## src/rtl/hvac_pkg.sv

```systemverilog
// Shared types and constants for the single-zone HVAC controller.
package hvac_pkg;

    typedef enum logic [2:0] {
        MODE_OFF       = 3'd0,
        MODE_AUTO      = 3'd1,
        MODE_FAST_COOL = 3'd2,
        MODE_ECO       = 3'd3,
        MODE_HEAT      = 3'd4
    } mode_t;

    typedef enum logic [1:0] {
        DEM_IDLE = 2'd0,
        DEM_COOL = 2'd1,
        DEM_HEAT = 2'd2
    } demand_t;

    // Upper |diff| bound of AUTO fan bands 1..3
    localparam int unsigned FAN_BAND1 = 3;
    localparam int unsigned FAN_BAND2 = 5;
    localparam int unsigned FAN_BAND3 = 7;

    // Mode button order; unreachable encodings fall back to OFF
    function automatic mode_t mode_next(input mode_t m);
        mode_t n;
        n = MODE_OFF;
        case (m)
            MODE_OFF:       n = MODE_AUTO;
            MODE_AUTO:      n = MODE_FAST_COOL;
            MODE_FAST_COOL: n = MODE_ECO;
            MODE_ECO:       n = MODE_HEAT;
            default:        n = MODE_OFF;
        endcase
        return n;
    endfunction

endpackage

```

## src/rtl/hvac_zone_ctrl_if.sv

```systemverilog
// User/sensor inputs and actuator outputs of the zone controller.
interface hvac_zone_ctrl_if #(
    parameter int unsigned TEMP_W = 7,
    parameter int unsigned FAN_W  = 3
);
    logic              button_mode;
    logic              button_up;
    logic              button_down;
    logic [TEMP_W-1:0] temperature;
    logic [2:0]        mode;
    logic [TEMP_W-1:0] setpoint;
    logic [FAN_W-1:0]  fan_speed;
    logic              compressor_on;
    logic              heater_on;
    logic              lockout;

    modport master (
        output button_mode, button_up, button_down, temperature,
        input  mode, setpoint, fan_speed, compressor_on, heater_on, lockout
    );

    modport slave (
        input  button_mode, button_up, button_down, temperature,
        output mode, setpoint, fan_speed, compressor_on, heater_on, lockout
    );
endinterface

```

## src/rtl/hvac_fan_ramp.sv

```systemverilog
// Fan level register that steps one level toward its target every RAMP_CYC cycles.
module hvac_fan_ramp #(
    parameter int unsigned FAN_W    = 3,
    parameter int unsigned RAMP_CYC = 4
) (
    input  logic             clk,
    input  logic             rst_n,
    input  logic [FAN_W-1:0] target,
    output logic [FAN_W-1:0] level
);
    localparam int unsigned CNT_W = (RAMP_CYC > 1) ? $clog2(RAMP_CYC) : 1;

    logic [CNT_W-1:0] cnt_q, cnt_d;
    logic [FAN_W-1:0] level_q, level_d;

    // Counter keeps running across target changes; only a match clears it
    always_comb begin
        cnt_d   = cnt_q;
        level_d = level_q;
        if (level_q == target) begin
            cnt_d = '0;
        end else if (cnt_q == CNT_W'(RAMP_CYC - 1)) begin
            cnt_d   = '0;
            level_d = (target > level_q) ? level_q + FAN_W'(1) : level_q - FAN_W'(1);
        end else begin
            cnt_d = cnt_q + CNT_W'(1);
        end
    end

    always_ff @(posedge clk or negedge rst_n) begin
        if (!rst_n) begin
            cnt_q   <= '0;
            level_q <= '0;
        end else begin
            cnt_q   <= cnt_d;
            level_q <= level_d;
        end
    end

    assign level = level_q;

endmodule

```

## src/rtl/hvac_zone_ctrl.sv

```systemverilog
// Single-zone climate controller: mode/setpoint buttons, cool/heat demand FSM, fan ramp.
// Optional HVAC_AUTO_REPEAT_EN adds hold-to-repeat on the setpoint buttons.
module hvac_zone_ctrl
    import hvac_pkg::*;
#(
    parameter int unsigned TEMP_W      = 7,
    parameter int unsigned SET_MIN     = 18,
    parameter int unsigned SET_MAX     = 26,
    parameter int unsigned SET_INIT    = 22,
    parameter int unsigned HYST        = 1,
    parameter int unsigned FAN_LEVELS  = 4,
    parameter int unsigned RAMP_CYC    = 4,
    parameter int unsigned MIN_OFF_CYC = 16
`ifdef HVAC_AUTO_REPEAT_EN
    , parameter int unsigned REPEAT_CYC = 32
`endif
) (
    input  logic             clk,
    input  logic             reset,
    hvac_zone_ctrl_if.slave  bus
);
    localparam int unsigned FAN_W  = $clog2(FAN_LEVELS + 1);
    localparam int unsigned TMR_W  = $clog2(MIN_OFF_CYC + 1);
    localparam int          HYST_I = int'(HYST);

    mode_t             mode_q, mode_d;
    logic [TEMP_W-1:0] setpoint_q, setpoint_d;
    demand_t           state_q, state_d;
    logic [TMR_W-1:0]  timer_q, timer_d;
    logic              comp_q, comp_d;
    logic              heat_q, heat_d;
    logic              lock_q, lock_d;
    logic [2:0]        btn_q, btn_d;

    logic              mode_press_c, up_press_c, dn_press_c;
    logic              up_evt_c, dn_evt_c;
    logic signed [TEMP_W:0] diff_c;
    int                diff_i;
    int                mag_i;
    logic              cool_req_c, heat_req_c, cool_mode_c, heat_mode_c;
    int unsigned       fan_tgt_i;
    logic [FAN_W-1:0]  fan_tgt_c;
    logic [FAN_W-1:0]  fan_level;

    assign btn_d        = {bus.button_mode, bus.button_up, bus.button_down};
    assign mode_press_c = bus.button_mode & ~btn_q[2];
    assign up_press_c   = bus.button_up   & ~btn_q[1];
    assign dn_press_c   = bus.button_down & ~btn_q[0];

`ifdef HVAC_AUTO_REPEAT_EN
    localparam int unsigned REP_W = $clog2(REPEAT_CYC + 1);

    logic [REP_W-1:0] rep_q, rep_d;
    logic             rep_step_c;
    logic             held_c;

    // Continuous hold of exactly one setpoint button past its press edge
    assign held_c = (bus.button_up & ~bus.button_down & btn_q[1]) |
                    (bus.button_down & ~bus.button_up & btn_q[0]);

    always_comb begin
        rep_d      = '0;
        rep_step_c = 1'b0;
        if (held_c) begin
            if (rep_q == REP_W'(REPEAT_CYC - 1)) begin
                rep_step_c = 1'b1;
            end else begin
                rep_d = rep_q + REP_W'(1);
            end
        end
    end

    always_ff @(posedge clk or negedge reset) begin
        if (!reset) rep_q <= '0;
        else        rep_q <= rep_d;
    end

    assign up_evt_c = up_press_c | (rep_step_c & bus.button_up);
    assign dn_evt_c = dn_press_c | (rep_step_c & bus.button_down);
`else
    assign up_evt_c = up_press_c;
    assign dn_evt_c = dn_press_c;
`endif

    assign diff_c = $signed({1'b0, bus.temperature}) - $signed({1'b0, setpoint_q});
    assign diff_i = int'(diff_c);
    assign mag_i  = (diff_i < 0) ? -diff_i : diff_i;

    // Mode cycling and saturating setpoint
    always_comb begin
        mode_d     = mode_q;
        setpoint_d = setpoint_q;
        if (mode_q > MODE_HEAT) begin
            mode_d = MODE_OFF;
        end else if (mode_press_c) begin
            mode_d = mode_next(mode_q);
        end
        if (up_evt_c && !dn_evt_c && (setpoint_q < TEMP_W'(SET_MAX))) begin
            setpoint_d = setpoint_q + TEMP_W'(1);
        end else if (dn_evt_c && !up_evt_c && (setpoint_q > TEMP_W'(SET_MIN))) begin
            setpoint_d = setpoint_q - TEMP_W'(1);
        end
    end

    always_comb begin
        cool_req_c  = 1'b0;
        cool_mode_c = 1'b0;
        case (mode_q)
            MODE_AUTO:      begin cool_mode_c = 1'b1; cool_req_c = (diff_i > HYST_I);     end
            MODE_FAST_COOL: begin cool_mode_c = 1'b1; cool_req_c = (diff_i > 0);          end
            MODE_ECO:       begin cool_mode_c = 1'b1; cool_req_c = (diff_i > 2 * HYST_I); end
            default:        begin cool_mode_c = 1'b0; cool_req_c = 1'b0;                  end
        endcase
        heat_mode_c = (mode_q == MODE_AUTO) || (mode_q == MODE_HEAT);
        heat_req_c  = heat_mode_c && (diff_i < -HYST_I);
    end

    // Demand FSM; leaving COOL arms the compressor min-off timer
    always_comb begin
        state_d = state_q;
        timer_d = (timer_q != '0) ? timer_q - TMR_W'(1) : timer_q;
        case (state_q)
            DEM_IDLE: begin
                if (cool_req_c && !lock_q) state_d = DEM_COOL;
                else if (heat_req_c)       state_d = DEM_HEAT;
            end
            DEM_COOL: begin
                if ((diff_i <= 0) || !cool_mode_c) begin
                    state_d = DEM_IDLE;
                    timer_d = TMR_W'(MIN_OFF_CYC);
                end
            end
            DEM_HEAT: begin
                if ((diff_i >= 0) || !heat_mode_c) state_d = DEM_IDLE;
            end
            default: state_d = DEM_IDLE;
        endcase
        comp_d = (state_d == DEM_COOL);
        heat_d = (state_d == DEM_HEAT);
        lock_d = (timer_d != '0);
    end

    always_comb begin
        fan_tgt_i = 0;
        case (mode_q)
            MODE_FAST_COOL: fan_tgt_i = FAN_LEVELS;
            MODE_ECO,
            MODE_HEAT:      fan_tgt_i = (state_q != DEM_IDLE) ? 1 : 0;
            MODE_AUTO: begin
                if      (mag_i <= HYST_I)         fan_tgt_i = 0;
                else if (mag_i <= int'(FAN_BAND1)) fan_tgt_i = 1;
                else if (mag_i <= int'(FAN_BAND2)) fan_tgt_i = 2;
                else if (mag_i <= int'(FAN_BAND3)) fan_tgt_i = 3;
                else                               fan_tgt_i = FAN_LEVELS;
            end
            default:        fan_tgt_i = 0;
        endcase
        if (fan_tgt_i > FAN_LEVELS) fan_tgt_i = FAN_LEVELS;
        fan_tgt_c = FAN_W'(fan_tgt_i);
    end

    always_ff @(posedge clk or negedge reset) begin
        if (!reset) begin
            mode_q     <= MODE_OFF;
            setpoint_q <= TEMP_W'(SET_INIT);
            state_q    <= DEM_IDLE;
            timer_q    <= '0;
            comp_q     <= 1'b0;
            heat_q     <= 1'b0;
            lock_q     <= 1'b0;
            btn_q      <= '0;
        end else begin
            mode_q     <= mode_d;
            setpoint_q <= setpoint_d;
            state_q    <= state_d;
            timer_q    <= timer_d;
            comp_q     <= comp_d;
            heat_q     <= heat_d;
            lock_q     <= lock_d;
            btn_q      <= btn_d;
        end
    end

    hvac_fan_ramp #(
        .FAN_W    (FAN_W),
        .RAMP_CYC (RAMP_CYC)
    ) u_fan_ramp (
        .clk    (clk),
        .rst_n  (reset),
        .target (fan_tgt_c),
        .level  (fan_level)
    );

    assign bus.mode          = mode_q;
    assign bus.setpoint      = setpoint_q;
    assign bus.fan_speed     = fan_level;
    assign bus.compressor_on = comp_q;
    assign bus.heater_on     = heat_q;
    assign bus.lockout       = lock_q;

endmodule

```

## src/flat_wrapper.sv

```systemverilog
// flat-port wrapper written by rule: the top's interface ports become plain ports
module hvac_zone_ctrl_flat import hvac_pkg::*;
#(
    parameter int unsigned TEMP_W      = 7,
    parameter int unsigned SET_MIN     = 18,
    parameter int unsigned SET_MAX     = 26,
    parameter int unsigned SET_INIT    = 22,
    parameter int unsigned HYST        = 1,
    parameter int unsigned FAN_LEVELS  = 4,
    parameter int unsigned RAMP_CYC    = 4,
    parameter int unsigned MIN_OFF_CYC = 16

)
  (clk, reset, bus_button_mode, bus_button_up, bus_button_down, bus_temperature, bus_mode, bus_setpoint, bus_fan_speed, bus_compressor_on, bus_heater_on, bus_lockout);
  hvac_zone_ctrl_if #(.TEMP_W(TEMP_W), .FAN_W(3)) bus_i ();
  input  logic clk;
  input  logic reset;
  input wire logic [$bits(bus_i.button_mode)-1:0] bus_button_mode;
  input wire logic [$bits(bus_i.button_up)-1:0] bus_button_up;
  input wire logic [$bits(bus_i.button_down)-1:0] bus_button_down;
  input wire logic [$bits(bus_i.temperature)-1:0] bus_temperature;
  output wire logic [$bits(bus_i.mode)-1:0] bus_mode;
  output wire logic [$bits(bus_i.setpoint)-1:0] bus_setpoint;
  output wire logic [$bits(bus_i.fan_speed)-1:0] bus_fan_speed;
  output wire logic [$bits(bus_i.compressor_on)-1:0] bus_compressor_on;
  output wire logic [$bits(bus_i.heater_on)-1:0] bus_heater_on;
  output wire logic [$bits(bus_i.lockout)-1:0] bus_lockout;
  assign bus_i.button_mode = bus_button_mode;
  assign bus_i.button_up = bus_button_up;
  assign bus_i.button_down = bus_button_down;
  assign bus_i.temperature = bus_temperature;
  assign bus_mode = bus_i.mode;
  assign bus_setpoint = bus_i.setpoint;
  assign bus_fan_speed = bus_i.fan_speed;
  assign bus_compressor_on = bus_i.compressor_on;
  assign bus_heater_on = bus_i.heater_on;
  assign bus_lockout = bus_i.lockout;
  hvac_zone_ctrl #(.TEMP_W(TEMP_W), .SET_MIN(SET_MIN), .SET_MAX(SET_MAX), .SET_INIT(SET_INIT), .HYST(HYST), .FAN_LEVELS(FAN_LEVELS), .RAMP_CYC(RAMP_CYC), .MIN_OFF_CYC(MIN_OFF_CYC)) u_core (.clk(clk), .reset(reset), .bus(bus_i));
endmodule
```

## config.mk

```make
export PLATFORM = sky130hd
export DESIGN_NAME = hvac_zone_ctrl_flat
export DESIGN_NICKNAME = d
export VERILOG_FILES = /design/src/rtl/hvac_pkg.sv /design/src/rtl/hvac_zone_ctrl_if.sv /design/src/rtl/hvac_fan_ramp.sv /design/src/rtl/hvac_zone_ctrl.sv /design/src/flat_wrapper.sv
export SDC_FILE = /design/constraint.sdc
export NUM_CORES = 1
export LEC_CHECK = 0
export CAP_MARGIN = 20
export CELL_PAD_IN_SITES_DETAIL_PLACEMENT = 1
export CELL_PAD_IN_SITES_GLOBAL_PLACEMENT = 1
export CORE_MARGIN = 10
export CORE_UTILIZATION = 45
export CTS_CLUSTER_DIAMETER = 150
export DETAILED_ROUTE_END_ITERATION = 6
export PLACE_DENSITY = 0.82
export SLEW_MARGIN = 20
export SYNTH_ARGS = -nofsm -noshare
export SYNTH_HDL_FRONTEND = slang
export SYNTH_SLANG_ARGS = --single-unit
```

## constraint.sdc

```tcl
create_clock -name clk -period 8.8 [get_ports clk]
set_input_delay 2.2 -clock clk [delete_from_list [all_inputs] [get_ports clk]]
set_output_delay 2.2 -clock clk [all_outputs]
set_load 0.01 [all_outputs]
```

# After elaboration in Yosys (flattened, before gate mapping)
# Index checks and enable logic that the tools add are counted.
dict set report op_classes {
  add_sub_neg 8
  magnitude_cmp 16
  n_eq_ne 10
  muxes 26
  n_bitwise 7
  reduce_logical 24
}
# operator count
set op_table {}
lappend op_table {{$mux W32} 4}
lappend op_table {{$pmux W32 S3} 1}
lappend op_table {{$le A32 B4 Y1 const B} 2}
lappend op_table {{$gt A32 B3 Y1 const B} 1}
lappend op_table {{$le A32 B2 Y1 const B} 1}
lappend op_table {{$le A32 B3 Y1 const B} 1}
lappend op_table {{$neg A8 Y32} 1}
lappend op_table {{$lt A8 B1 Y1 const B} 2}
lappend op_table {{$mux W3} 5}
lappend op_table {{$mux W5} 3}
lappend op_table {{$mux W7} 2}
lappend op_table {{$mux W2} 6}
lappend op_table {{$pmux W3 S4} 1}
lappend op_table {{$reduce_bool A5 Y1} 2}
lappend op_table {{$ge A8 B1 Y1 const B} 1}
lappend op_table {{$gt A8 B1 Y1 const B} 1}
lappend op_table {{$gt A8 B2 Y1 const B} 1}
lappend op_table {{$gt A8 B3 Y1 const B} 1}
lappend op_table {{$le A8 B1 Y1 const B} 1}
lappend op_table {{$sub A7 B7 Y8} 1}
lappend op_table {{$add A7 B1 Y7 const B} 1}
lappend op_table {{$gt A7 B5 Y1 const B} 1}
lappend op_table {{$lt A7 B5 Y1 const B} 1}
lappend op_table {{$sub A7 B1 Y7 const B} 1}
lappend op_table {{26 further kinds} 49}
dict set report totals {
  regBits 28
  in_bits 12
  out_inout_bits 16
  wordCells 101
}

# Depth between registers and ports, before layout
dict set report depth {
  word_depth 14
  depth_mapped 20
  mapped_depth_nobuf 20
}

# Hierarchy
# A second synthesis with hierarchy kept.
dict set report unflattened {
  hier_cells 246
  hier_area_um2 2242.2
}
# mod n_inst cells_each area_per_inst_um2 seq_area_each_um2
set modules_own_cells {}
lappend modules_own_cells {hvac_zone_ctrl 1 219 1935.6 579.3}
lappend modules_own_cells {hvac_fan_ramp 1 27 306.5 125.1}

# Least setup slack after synthesis
# No wires, ideal clock.
dict set report synth_timing {
  path_kind {input port to flip-flop}
  from {in bus_temperature[0]}
  to {reg u_core.u_fan_ramp.level_q[1], in the netlist u_core.u_fan_ramp.level[1]}
  setup_time_ns 0.125
  t_arrival_ns 5.506
  t_required_ns 8.675
  path_slack_ns 3.169
  cell_stages 18
  n_path_buf 0
  path_cell_list {inv_1 ha_1 inv_1 fa_1 xnor2_1 nand3_1 and3b_1 mux2i_1 o32a_1 nor2_1 and3_1 ha_1 nor2b_1 o21ai_0 nand2b_1 nand2_1 fa_1 mux2_2}
}
dict set report synth_between {
  elab_chain_len 14
  word_cells_on_any_way 20
  classes_between {add/sub: 2; order compare: 7; eq/ne: 1; mux: 8; bitwise: 1; reduce/logical: 1}
}
# item line
set synth_lines {}
lappend synth_lines {{from (decl)} flat_wrapper.sv:21} ;# input wire logic [$bits(bus_i.temperature)-1:0] bus_temperature;
lappend synth_lines {{$sub A7 B7 Y8 *} hvac_zone_ctrl.sv:85} ;# assign diff_c = $signed({1'b0, bus.temperature}) - $signed({1'b0, setpoint_q});
lappend synth_lines {{$neg A8 Y32 / $lt A8 B1 Y1 (equally long branches)} hvac_zone_ctrl.sv:87} ;# assign mag_i = (diff_i < 0) ? -diff_i : diff_i;
lappend synth_lines {{$mux W32 *} hvac_zone_ctrl.sv:87}
lappend synth_lines {{$le A32 B4 Y1} hvac_zone_ctrl.sv:153} ;# else if (mag_i <= int'(FAN_BAND3)) fan_tgt_i = 3;
lappend synth_lines {{$mux W3} hvac_zone_ctrl.sv:153}
lappend synth_lines {{$mux W32} hvac_zone_ctrl.sv:152} ;# else if (mag_i <= int'(FAN_BAND2)) fan_tgt_i = 2;
lappend synth_lines {{$mux W32} hvac_zone_ctrl.sv:151} ;# else if (mag_i <= int'(FAN_BAND1)) fan_tgt_i = 1;
lappend synth_lines {{$mux W32 *} hvac_zone_ctrl.sv:150} ;# if (mag_i <= HYST_I) fan_tgt_i = 0;
lappend synth_lines {{$pmux W32 S3 *} hvac_zone_ctrl.sv:145} ;# case (mode_q)
lappend synth_lines {{$gt A32 B3 Y1} hvac_zone_ctrl.sv:158} ;# if (fan_tgt_i > FAN_LEVELS) fan_tgt_i = FAN_LEVELS;
lappend synth_lines {{$mux W3 *} hvac_zone_ctrl.sv:158}
lappend synth_lines {{parallel branches: the longest is 3 deep, another holds $gt A3 B3 Y1} n/a}
lappend synth_lines {{to (signal assigned)} hvac_fan_ramp.sv:36} ;# level_q <= level_d;
lappend synth_lines {{to (decl)} hvac_fan_ramp.sv:14} ;# logic [FAN_W-1:0] level_q, level_d;
# Every way passes the cells marked *.
# A chain may end at the register's enable or synchronous reset.

# Worst setup path after layout
# Same ends and word-level chain as after synthesis.

==> metrics.txt <==
# TYPE chip_impl_metric gauge
chip_impl_metric{name="max_cap_violation_count",unit=""} 0
chip_impl_metric{name="fin_worst_skew",unit="ps"} 2.994
chip_impl_metric{name="grt_start_max_net_pins",unit=""} 29
chip_impl_metric{name="drive_gt1_share",unit="%"} 8.949
chip_impl_metric{name="mappedNetlistNets",unit=""} 264
chip_impl_info{name="status",value="finished clean"} 1
chip_impl_metric{name="num_antenna_cells",unit=""} 0
chip_impl_metric{name="yosysUniqueCellTypes",unit=""} 50
chip_impl_metric{name="ys_seq_area_share",unit="%"} 33.61
chip_impl_info{name="tritoncts",value="yes"} 1
chip_impl_metric{name="globalRouteMet2Util",unit="%"} 24.05
chip_impl_metric{name="post-place-cells",unit=""} 305
chip_impl_metric{name="clockBufferDepth",unit=""} 2
chip_impl_metric{name="number_of_detailed_routing_iterations_run_before_antenna_repair",unit=""} 4
chip_impl_metric{name="core_area",unit="µm²"} 4444
chip_impl_metric{name="detail-route-antenna-nets",unit=""} 0
chip_impl_metric{name="boundary_pins",unit=""} 28
chip_impl_metric{name="detail_route.vias_per_cell",unit=""} 5.650
chip_impl_metric{name="dp_hpwl",unit="µm"} 4134
chip_impl_metric{name="power_per_cell_area",unit="nW/µm²"} 422.5
chip_impl_metric{name="worst_slew_pin_tran",unit="ps"} 582.8
chip_impl_metric{name="postSynthCellCount",unit=""} 227
chip_impl_metric{name="fp.dieArea",unit="µm²"} 7787
chip_impl_metric{name="dieHeight",unit="µm"} 88.25
chip_impl_metric{name="synth_enable_flop_cells",unit=""} 0
chip_impl_metric{name="clock_latency_on_the_worst_skew_pair",unit="ps"} 270
chip_impl_metric{name="core.rowCount",unit=""} 24
chip_impl_metric{name="max_h_tree_level",unit=""} 1
chip_impl_metric{name="route.vias.total",unit=""} 1746
chip_impl_metric{name="numCtsBuffers",unit=""} 3
chip_impl_metric{name="area.growth.synth_to_final",unit="%"} 19.58
chip_impl_metric{name="final_max_tran_viols",unit=""} 0
chip_impl_metric{name="design_power_total",unit="µW"} 1059
chip_impl_metric{name="postLayoutCoreUtil",unit="%"} 56.39
chip_impl_metric{name="design.final.nets",unit=""} 295
chip_impl_metric{name="synthesis.area_per_instance",unit="µm²"} 9.232
chip_impl_metric{name="wl_per_cell",unit="µm"} 16.52
chip_impl_metric{name="die_x",unit="µm"} 88.25
chip_impl_metric{name="cp_max_fo",unit=""} 7
chip_impl_metric{name="cts_resized",unit=""} 0
chip_impl_metric{name="i_o_buffers",unit=""} 27
chip_impl_metric{name="clkTransAtPathRegs",unit="ps"} 100
chip_impl_metric{name="vdd.ir_drop.worst",unit="µV"} 176.2
chip_impl_metric{name="dpl_cell_area",unit="µm²"} 2435
chip_impl_metric{name="leakage",unit="µW"} 0.001111
chip_impl_metric{name="cts.sink_count",unit=""} 28
chip_impl_metric{name="use_met1",unit="%"} 17.77
chip_impl_metric{name="instances_no_fill",unit=""} 309
chip_impl_metric{name="synth_warn",unit=""} 0
chip_impl_metric{name="post-route-min-period",unit="ps"} 6067
chip_impl_info{name="synth_ff_type",value="sky130_fd_sc_hd__dfrtp_1"} 1
chip_impl_metric{name="cts-hold-fix-buffers",unit=""} 0
chip_impl_info{name="critical_path_class",value="primary input to register"} 1
chip_impl_metric{name="synth-seq-cells",unit=""} 28
chip_impl_metric{name="detailedRoute.firstIterationViolations",unit=""} 44
chip_impl_info{name="busiest_layer_in_global_routing",value="met2"} 1
chip_impl_metric{name="r2r_setup_slack",unit="ps"} 4520
chip_impl_info{name="final_cell_mix",value="27 x sky130_fd_sc_hd__clkdlybuf4s50_1, 25 x sky130_fd_sc_hd__dfrtp_1, 22 x sky130_fd_sc_hd__ha_1, 18 x sky130_fd_sc_hd__inv_1, 16 x sky130_fd_sc_hd__nor2_1"} 1
chip_impl_metric{name="gp_congestion",unit=""} 0.7473
chip_impl_metric{name="clock.fmax",unit="MHz"} 164.8
chip_impl_metric{name="first_global_vias",unit=""} 1782
chip_impl_info{name="timing.critical_path.from_type",value="primary input"} 1
chip_impl_metric{name="wl",unit="µm"} 5105
chip_impl_info{name="critical_path.endpoint_type",value="register"} 1
chip_impl_metric{name="start_util",unit="%"} 47.16
chip_impl_metric{name="required",unit="ps"} 8970
chip_impl_info{name="clockRootBuffer",value="sky130_fd_sc_hd__clkbuf_8"} 1
chip_impl_metric{name="design_area",unit="µm²"} 2506
chip_impl_info{name="final_common_cell",value="sky130_fd_sc_hd__clkdlybuf4s50_1"} 1
chip_impl_metric{name="setup-violations-final",unit=""} 0
chip_impl_info{name="worst_hold_path_type",value="register to register"} 1
chip_impl_info{name="grt_setup_unrepaired",value="no"} 1
chip_impl_metric{name="grt_use_met3",unit="%"} 2.114
chip_impl_metric{name="max-slew-margin-rel",unit="%"} 60.85
chip_impl_metric{name="layout.filler_cells",unit=""} 535
chip_impl_metric{name="finalCritPeriodShare",unit="%"} 68.94
chip_impl_metric{name="groute.usage.overall",unit="%"} 13.94
chip_impl_metric{name="wire_length_of_the_first_global_routing_pass",unit="µm"} 8728
chip_impl_metric{name="setup_total_negative_slack",unit="ps"} 0
chip_impl_metric{name="worstPathArrival",unit="ps"} 6240
chip_impl_metric{name="drc",unit=""} 0
chip_impl_metric{name="grt_antenna_before_repair",unit=""} 0
chip_impl_metric{name="ys_async_sr_fraction",unit="%"} 100.0
chip_impl_metric{name="synthesis.area",unit="µm²"} 2096
chip_impl_metric{name="timing.final.hold_violations",unit=""} 0
chip_impl_metric{name="post_cts_buffers",unit=""} 0
chip_impl_metric{name="grt_remaining_overflow",unit=""} 0
worst max-delay path: stages:
cell and delay, ps:
sky130_fd_sc_hd__clkdlybuf4s50_1 400, sky130_fd_sc_hd__inv_1 50, sky130_fd_sc_hd__ha_1 160, sky130_fd_sc_hd__inv_1 60, sky130_fd_sc_hd__fa_1 400, sky130_fd_sc_hd__xnor2_1 510, sky130_fd_sc_hd__nand3_1 200, sky130_fd_sc_hd__and3b_1 240
sky130_fd_sc_hd__mux2i_1 70, sky130_fd_sc_hd__o32a_1 310, sky130_fd_sc_hd__nor2_1 120, sky130_fd_sc_hd__and3_1 170, sky130_fd_sc_hd__ha_1 230, sky130_fd_sc_hd__nor2b_1 130, sky130_fd_sc_hd__o21ai_0 140, sky130_fd_sc_hd__nand2b_1 100
sky130_fd_sc_hd__nand2_1 80, sky130_fd_sc_hd__fa_1 400, sky130_fd_sc_hd__mux2_2 260
synthesized netlist by cell type (2+ instances only):
| library cell | instances | area, µm² |
|---|---|---|
| sky130_fd_sc_hd__nand2_1 | 14 | 52.55 |
| sky130_fd_sc_hd__nor2_1 | 16 | 60.06 |
| sky130_fd_sc_hd__and3b_1 | 2 | 17.52 |
| sky130_fd_sc_hd__dfstp_2 | 3 | 78.83 |
| sky130_fd_sc_hd__nand3_1 | 5 | 25.02 |
| sky130_fd_sc_hd__xor2_1 | 4 | 35.03 |
| sky130_fd_sc_hd__a31oi_1 | 3 | 18.77 |
| sky130_fd_sc_hd__a21o_1 | 6 | 45.04 |
| sky130_fd_sc_hd__nand2b_1 | 4 | 25.02 |
| sky130_fd_sc_hd__o211ai_1 | 3 | 22.52 |
| sky130_fd_sc_hd__or2_2 | 3 | 18.77 |
| sky130_fd_sc_hd__nor2b_2 | 2 | 17.52 |
| sky130_fd_sc_hd__fa_1 | 3 | 60.06 |
| sky130_fd_sc_hd__a21oi_1 | 14 | 70.07 |
| sky130_fd_sc_hd__o2111ai_1 | 2 | 17.52 |
| sky130_fd_sc_hd__clkbuf_1 | 3 | 11.26 |
| sky130_fd_sc_hd__mux2i_1 | 2 | 20.02 |
| sky130_fd_sc_hd__nor3_1 | 10 | 50.05 |
| sky130_fd_sc_hd__a31o_2 | 2 | 17.52 |
| sky130_fd_sc_hd__nor3b_1 | 2 | 15.01 |
| sky130_fd_sc_hd__xnor2_1 | 14 | 122.6 |
| sky130_fd_sc_hd__dfrtp_1 | 25 | 625.6 |
| sky130_fd_sc_hd__inv_1 | 18 | 67.56 |
| sky130_fd_sc_hd__ha_1 | 22 | 275.3 |
| sky130_fd_sc_hd__nor2b_1 | 6 | 37.54 |
| sky130_fd_sc_hd__o21ai_0 | 15 | 75.07 |
sequential cells by signal, indices dropped and copies added, names as in the netlist:
signal / cells
u_core.bus.lockout: 1
u_core.btn_q: 3
u_core.timer_q: 5
u_core.u_fan_ramp.level: 3
u_core.bus.heater_on: 1
u_core.bus.compressor_on: 1
u_core.bus.setpoint: 7
u_core.bus.mode: 3
u_core.u_fan_ramp.cnt_q: 2
u_core.state_q: 2
routing by layer:
layer | part of all wire (%) | vias up | routed length (µm)
met4 | 0.94 | 0 | 48
met5 | 0 | - | 0
li1 | - | 864 | -
met2 | 49 | 26 | 2503
met1 | 47 | 854 | 2393
met3 | 3.1 | 2 | 159
worst paths after layout:
path | cells past startpoint | start | endpoint
min in group asynchronous | 2 | reset | u_core.bus.heater_on$_DFF_PN0_
max | 19 | bus_temperature[0] | u_core.u_fan_ramp.level[1]$_DFFE_PN0P_
min | 1 | u_core.u_fan_ramp.cnt_q[0]$_DFF_PN0_ | u_core.u_fan_ramp.cnt_q[0]$_DFF_PN0_
max in group asynchronous | 2 | reset | u_core.bus.setpoint[4]$_DFFE_PN1P_
max reg2reg | 16 | u_core.bus.setpoint[1]$_DFFE_PN1P_ | u_core.u_fan_ramp.level[1]$_DFFE_PN0P_
min reg2reg | 1 | u_core.u_fan_ramp.cnt_q[0]$_DFF_PN0_ | u_core.u_fan_ramp.cnt_q[0]$_DFF_PN0_
stage by stage:
stage | hold WS (ps) | worst slack (ps)
2_1_floorplan | 413.9 | 3169
3_5_place_dp | 439.3 | 2412
4_1_cts | 453.6 | 2711
6_report | 451.7 | 2733
5_1_grt | 476.4 | 2476
3_3_place_gp | 432.1 | 2550
power breakdown:
part | internal (µW) | switching (µW)
registers | 187 | 65.4
clock network | 60.9 | 41.1
logic | 327 | 377
cells by family after synthesis:
logic type | share of synthesized area [%]
compound gates | 18.33
xor+xnor | 8.299
fa+ha+maj | 16.00
buf+inv | 3.761
flops | 33.61
mux | 1.493
simple gates | 18.51
final cells by class:
| type | count | area (µm²) | share of cell area [%] |
|---|---|---|---|
| multi-input cells | 178 | 1313 | 52.37 |
| inverters | 18 | 67.56 | 2.696 |
| repair buffers | 29 | 285.3 | 11.38 |
| clock inverters | 1 | 30.03 | 1.198 |
| well taps | 52 | 65.06 | 2.596 |
| clock buffers | 3 | 41.29 | 1.648 |
| flip-flops and latches | 28 | 704.4 | 28.11 |
No activity file was read; power rests on OpenSTA's default activity.
